--- src/rtl/bsg_nonsynth_manycore_print_stat_tracker.sv ---
// Pairs print-stat start/end tags into per-tag elapsed-cycle records and queues them for a consumer.
// Define BSG_PRINT_STAT_TRACKER_DISPLAY_EN to log events, records, drops and errors with $display.
module bsg_nonsynth_manycore_print_stat_tracker #(
    parameter int data_width_p     = 32,
    parameter int num_tags_p       = 16,
    parameter int fifo_els_p       = 4,
    parameter int drop_ctr_width_p = 8,
    localparam int tag_width_lp    = (num_tags_p > 1) ? $clog2(num_tags_p) : 1
) (
    input  logic                        clk_i,
    input  logic                        reset_i,
    input  logic                        print_stat_v_i,
    input  logic [data_width_p-1:0]     print_stat_tag_i,
    input  logic [data_width_p-1:0]     global_ctr_i,
    output logic                        record_v_o,
    input  logic                        record_ready_i,
    output logic [tag_width_lp-1:0]     record_tag_o,
    output logic [data_width_p-1:0]     record_cycles_o,
    output logic                        kernel_active_o,
    output logic [drop_ctr_width_p-1:0] drop_count_o,
    output logic                        err_double_start_o,
    output logic                        err_unmatched_end_o
);

    localparam int ptr_width_lp = (fifo_els_p > 1) ? $clog2(fifo_els_p) : 1;
    localparam int cnt_width_lp = $clog2(fifo_els_p + 1);

    typedef enum logic [1:0] {
        e_stat   = 2'b00,
        e_start  = 2'b01,
        e_end    = 2'b10,
        e_kernel = 2'b11
    } event_type_e;

    event_type_e              ev_type;
    logic [tag_width_lp-1:0]  ev_id;
    logic                     ev_valid;
    logic                     is_start;
    logic                     is_end;
    logic                     is_kernel;
    logic                     unused_tag_bits;

    logic [num_tags_p-1:0]    open_r;
    logic [data_width_p-1:0]  start_ts_r [num_tags_p];
    logic                     kernel_active_r;
    logic                     err_double_start_r;
    logic                     err_unmatched_end_r;
    logic [drop_ctr_width_p-1:0] drop_count_r;

    logic [tag_width_lp-1:0]  tag_mem [fifo_els_p];
    logic [data_width_p-1:0]  cyc_mem [fifo_els_p];
    logic [ptr_width_lp-1:0]  rd_ptr_r;
    logic [ptr_width_lp-1:0]  wr_ptr_r;
    logic [cnt_width_lp-1:0]  count_r;

    logic                     fifo_full;
    logic                     deq;
    logic                     enq_req;
    logic                     enq;
    logic                     drop;
    logic [data_width_p-1:0]  elapsed;

    assign ev_type   = event_type_e'(print_stat_tag_i[data_width_p-1 -: 2]);
    assign ev_id     = print_stat_tag_i[tag_width_lp-1:0];
    assign ev_valid  = print_stat_v_i & ~reset_i;
    assign is_start  = ev_valid & (ev_type == e_start);
    assign is_end    = ev_valid & (ev_type == e_end);
    assign is_kernel = ev_valid & (ev_type == e_kernel);

    // Only the type field and the ID field carry meaning; the rest is ignored.
    assign unused_tag_bits = ^print_stat_tag_i[data_width_p-3:tag_width_lp];

    // Wrapping subtraction gives the right answer across a counter rollover.
    assign elapsed   = global_ctr_i - start_ts_r[ev_id];

    assign fifo_full = (count_r == cnt_width_lp'(fifo_els_p));
    assign deq       = record_v_o & record_ready_i;
    assign enq_req   = is_end & open_r[ev_id];
    assign enq       = enq_req & (~fifo_full | deq);
    assign drop      = enq_req & fifo_full & ~deq;

    function automatic logic [ptr_width_lp-1:0] ptr_inc(input logic [ptr_width_lp-1:0] p);
        if (p == ptr_width_lp'(fifo_els_p - 1)) begin
            return '0;
        end
        return p + 1'b1;
    endfunction

    always_ff @(posedge clk_i) begin
        if (reset_i) begin
            rd_ptr_r            <= '0;
            wr_ptr_r            <= '0;
            count_r             <= '0;
            open_r              <= '0;
            kernel_active_r     <= 1'b0;
            err_double_start_r  <= 1'b0;
            err_unmatched_end_r <= 1'b0;
            drop_count_r        <= '0;
        end else begin
            if (enq) begin
                wr_ptr_r <= ptr_inc(wr_ptr_r);
            end
            if (deq) begin
                rd_ptr_r <= ptr_inc(rd_ptr_r);
            end
            case ({enq, deq})
                2'b10:   count_r <= count_r + 1'b1;
                2'b01:   count_r <= count_r - 1'b1;
                default: count_r <= count_r;
            endcase

            if (is_kernel) begin
                open_r          <= '0;
                kernel_active_r <= print_stat_tag_i[0];
            end else if (is_start) begin
                open_r[ev_id] <= 1'b1;
                if (open_r[ev_id]) begin
                    err_double_start_r <= 1'b1;
                end
            end else if (is_end) begin
                if (open_r[ev_id]) begin
                    open_r[ev_id] <= 1'b0;
                end else begin
                    err_unmatched_end_r <= 1'b1;
                end
            end

            if (drop && (drop_count_r != '1)) begin
                drop_count_r <= drop_count_r + 1'b1;
            end
        end
    end

    // Storage needs no reset: the count and open bits decide what is meaningful.
    always_ff @(posedge clk_i) begin
        if (enq) begin
            tag_mem[wr_ptr_r] <= ev_id;
            cyc_mem[wr_ptr_r] <= elapsed;
        end
        if (is_start) begin
            start_ts_r[ev_id] <= global_ctr_i;
        end
    end

    assign record_v_o          = (count_r != '0);
    assign record_tag_o        = tag_mem[rd_ptr_r];
    assign record_cycles_o     = cyc_mem[rd_ptr_r];
    assign kernel_active_o     = kernel_active_r;
    assign drop_count_o        = drop_count_r;
    assign err_double_start_o  = err_double_start_r;
    assign err_unmatched_end_o = err_unmatched_end_r;

`ifdef BSG_PRINT_STAT_TRACKER_DISPLAY_EN
    always @(posedge clk_i) begin
        if (ev_valid) begin
            $display("[TRACKER] cycle=%0d type=%s id=%0d", global_ctr_i, ev_type.name(), ev_id);
        end
        if (enq) begin
            $display("[TRACKER] tag=%0d cycles=%0d", ev_id, elapsed);
        end
        if (drop) begin
            $display("[TRACKER] WARNING: record dropped, fifo full (tag=%0d)", ev_id);
        end
        if (is_start && open_r[ev_id]) begin
            $display("[TRACKER] WARNING: double start on tag=%0d", ev_id);
        end
        if (is_end && !open_r[ev_id]) begin
            $display("[TRACKER] WARNING: unmatched end on tag=%0d", ev_id);
        end
    end
`endif

endmodule

--- config.mk ---
export PLATFORM = sky130hd
export DESIGN_NAME = bsg_nonsynth_manycore_print_stat_tracker
export DESIGN_NICKNAME = d
export VERILOG_FILES = /design/src/rtl/bsg_nonsynth_manycore_print_stat_tracker.sv
export SDC_FILE = /design/constraint.sdc
export NUM_CORES = 1
export LEC_CHECK = 0
export ABC_AREA = 1
export BUFFER_PORTS_ARGS = -buffer_cell sky130_fd_sc_hd__buf_2
export CAP_MARGIN = 20
export CORE_ASPECT_RATIO = 0.5
export CORE_UTILIZATION = 45
export DETAILED_ROUTE_END_ITERATION = 8
export SETUP_SLACK_MARGIN = 0.2
export SLEW_MARGIN = 0
export SYNTH_ARGS = -nofsm -noshare
export SYNTH_HDL_FRONTEND = slang
export SYNTH_SLANG_ARGS = --single-unit
--- constraint.sdc ---
create_clock -name clk_i -period 5.9 [get_ports clk_i]
set_input_delay 0 -clock clk_i [delete_from_list [all_inputs] [get_ports clk_i]]
set_output_delay 0 -clock clk_i [all_outputs]
set_load 0.1 [all_outputs]
==> results.py <==
metrics = {
    "run_status": {
        "status": "completed",
    },
    "clocking": {
        "clk_latency_ns": 0.62,
        "cts-buffers-inserted": 59,
        "cts_resized": 0,
        "post_cts_buffers": 0,
        "path_clk_slew_ns": 0.07,
        "cts_tree": "yes",
        "clockRootBuffer": "clkbuf_16",
        "clock_sinks": 692,
        "cts_hold_buf": 44,
        "htree_levels": 2,
        "cts.path.max_buffers": 3,
    },
    "sta": {
        "fin_crit_sh": 0.747,
        "hold_violations": 0,
        "tightest_slew_ns": 1.02,
        "setup_violations": 0,
        "fin_crit_ns": 4.41,
        "rsz0062_at_grt": "false",
        "fmax_mhz": 227,
        "final.setup_skew_ns": 0.0259,
        "setup_tns_ns": 0,
        "slew_violations": 0,
        "relSlewSlack": 0.318,
    },
    "grt": {
        "grt_antenna_before_repair": 2,
        "grt_max_degree": 80,
        "track_usage": 0.225,
        "grt_pass1_vias": 16100,
        "grt_pass1_wl_um": 105000,
        "grt_overflow": 0,
    },
    "cells_and_area": {
        "fin_nets": 2224,
        "fillCellCount": 5088,
        "design_area_sq_mm": 0.0317,
        "area.growth.synth_to_final_pct": 14.0,
        "multiInputGateArea_sq_mm": 0.00670,
        "register_area_sq_mm": 0.0204,
        "drive_gt1_frac": 0.138,
    },
    "placed_design": {
        "place_area_sq_mm": 0.0294,
        "dp_hpwl_um": 41900,
        "numPortBuffers": 89,
        "place.gp.congestion": 0.929,
    },
    "die": {
        "dieArea_sq_mm": 0.0629,
        "core_area_sq_mm": 0.0611,
        "die_w_um": 354,
        "start_util": 0.456,
        "io_pins": 116,
        "rows": 64,
        "die_h_um": 178,
    },
    "power_and_ir_drop": {
        "ir_worst_vdd_v": 0.000350,
        "powerDensity_mw_per_mm2": 375,
        "p_leak_uw": 0.0104,
    },
    "synth": {
        "yosysTopAreaCell": "edfxtp_1",
        "syn-num-nets": 2082,
        "async_reset_ff_frac": 0,
        "synth_top_flop_cell": "edfxtp_1",
        "ys_seq_elements": 692,
        "synth_cells": 1973,
        "synth_edf_count": 656,
        "netlist_top_cells_area": "edfxtp_1 (71%), a22oi_1 (6.6%), a21oi_1 (3.5%)",
        "ys_warn_count": 0,
        "syn_area_sq_mm": 0.0278,
        "syn_area_per_cell_sq_um": 14.1,
        "ys_types": 44,
        "synth_top_area_share": 0.708,
        "synth-seq-area-share": 0.733,
    },
    "critical_path": {
        "critPathLaunchType": "primary input",
        "critical_path_arrival_ns": 4.71,
        "worst-r2r-cell-count": 15,
        "path_class": "primary input to flop",
        "end_kind": "flop",
        "cp_max_fo": 63,
        "worstPathRequired_ns": 6.21,
    },
    "detailed_routing": {
        "route.detailed.drc": 0,
        "final_antenna_net_count": 0,
        "via_per_inst": 5.76,
        "wl_per_cell_um": 24.2,
        "num_vias": 17200,
        "drt_wl_total_um": 72200,
        "detailedRoute.firstPassIterationCount": 5,
        "drt_iter0_drc": 1779,
    },
    "flow_run": {
        "max_cap_viol_count": 0,
    },
    "worst_hold_path": {
        "min_path_cells": 3,
        "min_path_type": "primary input to flop",
    },
}
synth_stat cells (all sizes together), types with 2 or more instances:
library cell	n
or2	3
dfxtp	36
nand4	6
a21o	3
nor2	169
xnor2	6
a22oi	256
edfxtp	656
inv	101
nor4	31
clkbuf	54
nand2	133
nand3	24
clkinv	5
a21oi	197
a21boi	2
ha	39
o22ai	36
buf	43
o21a	4
xor2	22
o21bai	3
nor3	13
o21ai	125
fa	2
placed cells by master (no fill, tap or decap), types with 7 or more instances in the layout:
cell           synthesis  final
a22oi_1              246    246
ha_1                  39     39
o21ai_1                9      9
dlygate4sd3_1          0     44
buf_4                  7     41
nor4_2                30     30
nand3_1               23     23
bufinv_16              0      7
o22ai_1               36     36
inv_1                 97     96
o21ai_0              116    116
a21oi_1              197    197
a22oi_2               10     10
nand2_1              128    127
clkbuf_16              0     61
clkinv_1               5     23
clkinv_2               0      9
nor2_1               163    143
clkbuf_1              54      9
edfxtp_1             656    656
nor2_4                 1     23
buf_2                 25     89
dfxtp_1               36     35
xor2_1                22     22
nor3_1                12     12
stage by stage:
step | setup slack (ns) | hold slack (ns) | utilization | total power (uW) | instances
global route | 1.24 | 0.167 | 0.520 | 12300 | 2988
detailed placement | 1.54 | 0.233 | 0.481 | 8060 | 2835
floorplan | 2.21 | 0.0691 | - | 7410 | 1973
CTS | 1.64 | 0.128 | 0.520 | 12000 | 2988
finish | 1.49 | 0.156 | 0.520 | 11900 | 2989
global placement | 1.59 | 0.229 | 0.481 | 8040 | 2835
path summary, 6_finish.rpt:
check                                    startpoint                  end  slack (ns)
worst max-delay path            print_stat_tag_i[0]       cyc_mem[0][23]        1.49
worst min-delay path                        reset_i  err_unmatched_end_o        0.16
worst max register to register     start_ts_r[4][0]       cyc_mem[2][26]        2.13
worst min register to register   err_double_start_o   err_double_start_o        0.47
state kept, by name, summed over array words and instances, names as in the netlist, named ones only:
signal and flops:
count_r 3, err_unmatched_end_o 1, tag_mem 16, start_ts_r 512, drop_count_o 8, err_double_start_o 1, rd_ptr_r 2, kernel_active_o 1
wr_ptr_r 2, cyc_mem 128
cell type report:
type / count / area share
Multi-Input combinational cell: 1078 / 0.211
Timing Repair Buffer: 178 / 0.0401
Inverter: 106 / 0.0126
Clock inverter: 38 / 0.0110
Tap cell: 825 / 0.0325
Clock buffer: 71 / 0.0496
Antenna cell: 1 / 0.0000788
Sequential cell: 692 / 0.643
routing by layer:
layer | up-vias | share of wire | track usage
met4 | 2 | 0.013 | 0.0411
met3 | 77 | 0.079 | 0.0478
li1 | 7837 | - | -
met5 | - | 0.00011 | 0
met1 | 8696 | 0.46 | 0.341
met2 | 609 | 0.44 | 0.337
worst max-delay path: stages:
cell and delay (ns):
dlygate4sd3_1 0.52, buf_2 0.37, nand2_4 0.13, inv_4 0.62, buf_4 0.45, a22oi_1 0.14
a21oi_1 0.17, nor4_2 0.07, ha_1 0.42, nand2_1 0.13, o21ai_0 0.19, a21oi_1 0.11
o21ai_0 0.48, nand3_1 0.13, nand2_1 0.11, xor2_1 0.55
logic make-up (layout without fill, tap and decap cells):
kind of cell               after synthesis  count (layout)  synth area share
AOI/OAI and AO/OA                      629             629             0.141
buffers and inverters                  203             393            0.0319
other                                    0               1                 0
and+or+nand+nor                        380             380            0.0659
DFF                                    692             692             0.733
xor gates and xnor gates                28              28           0.00881
adders and majority gates               41              41            0.0190
report_power, final:
part           leakage [uW]  internal [uW]  switching (uW)  total [uW]
clock              0.000938           2190            1740        3930
sequential          0.00619           5490            14.7        5500
combinational       0.00327            456            2030        2480
Note: power is estimated with default switching activity, not from simulation.
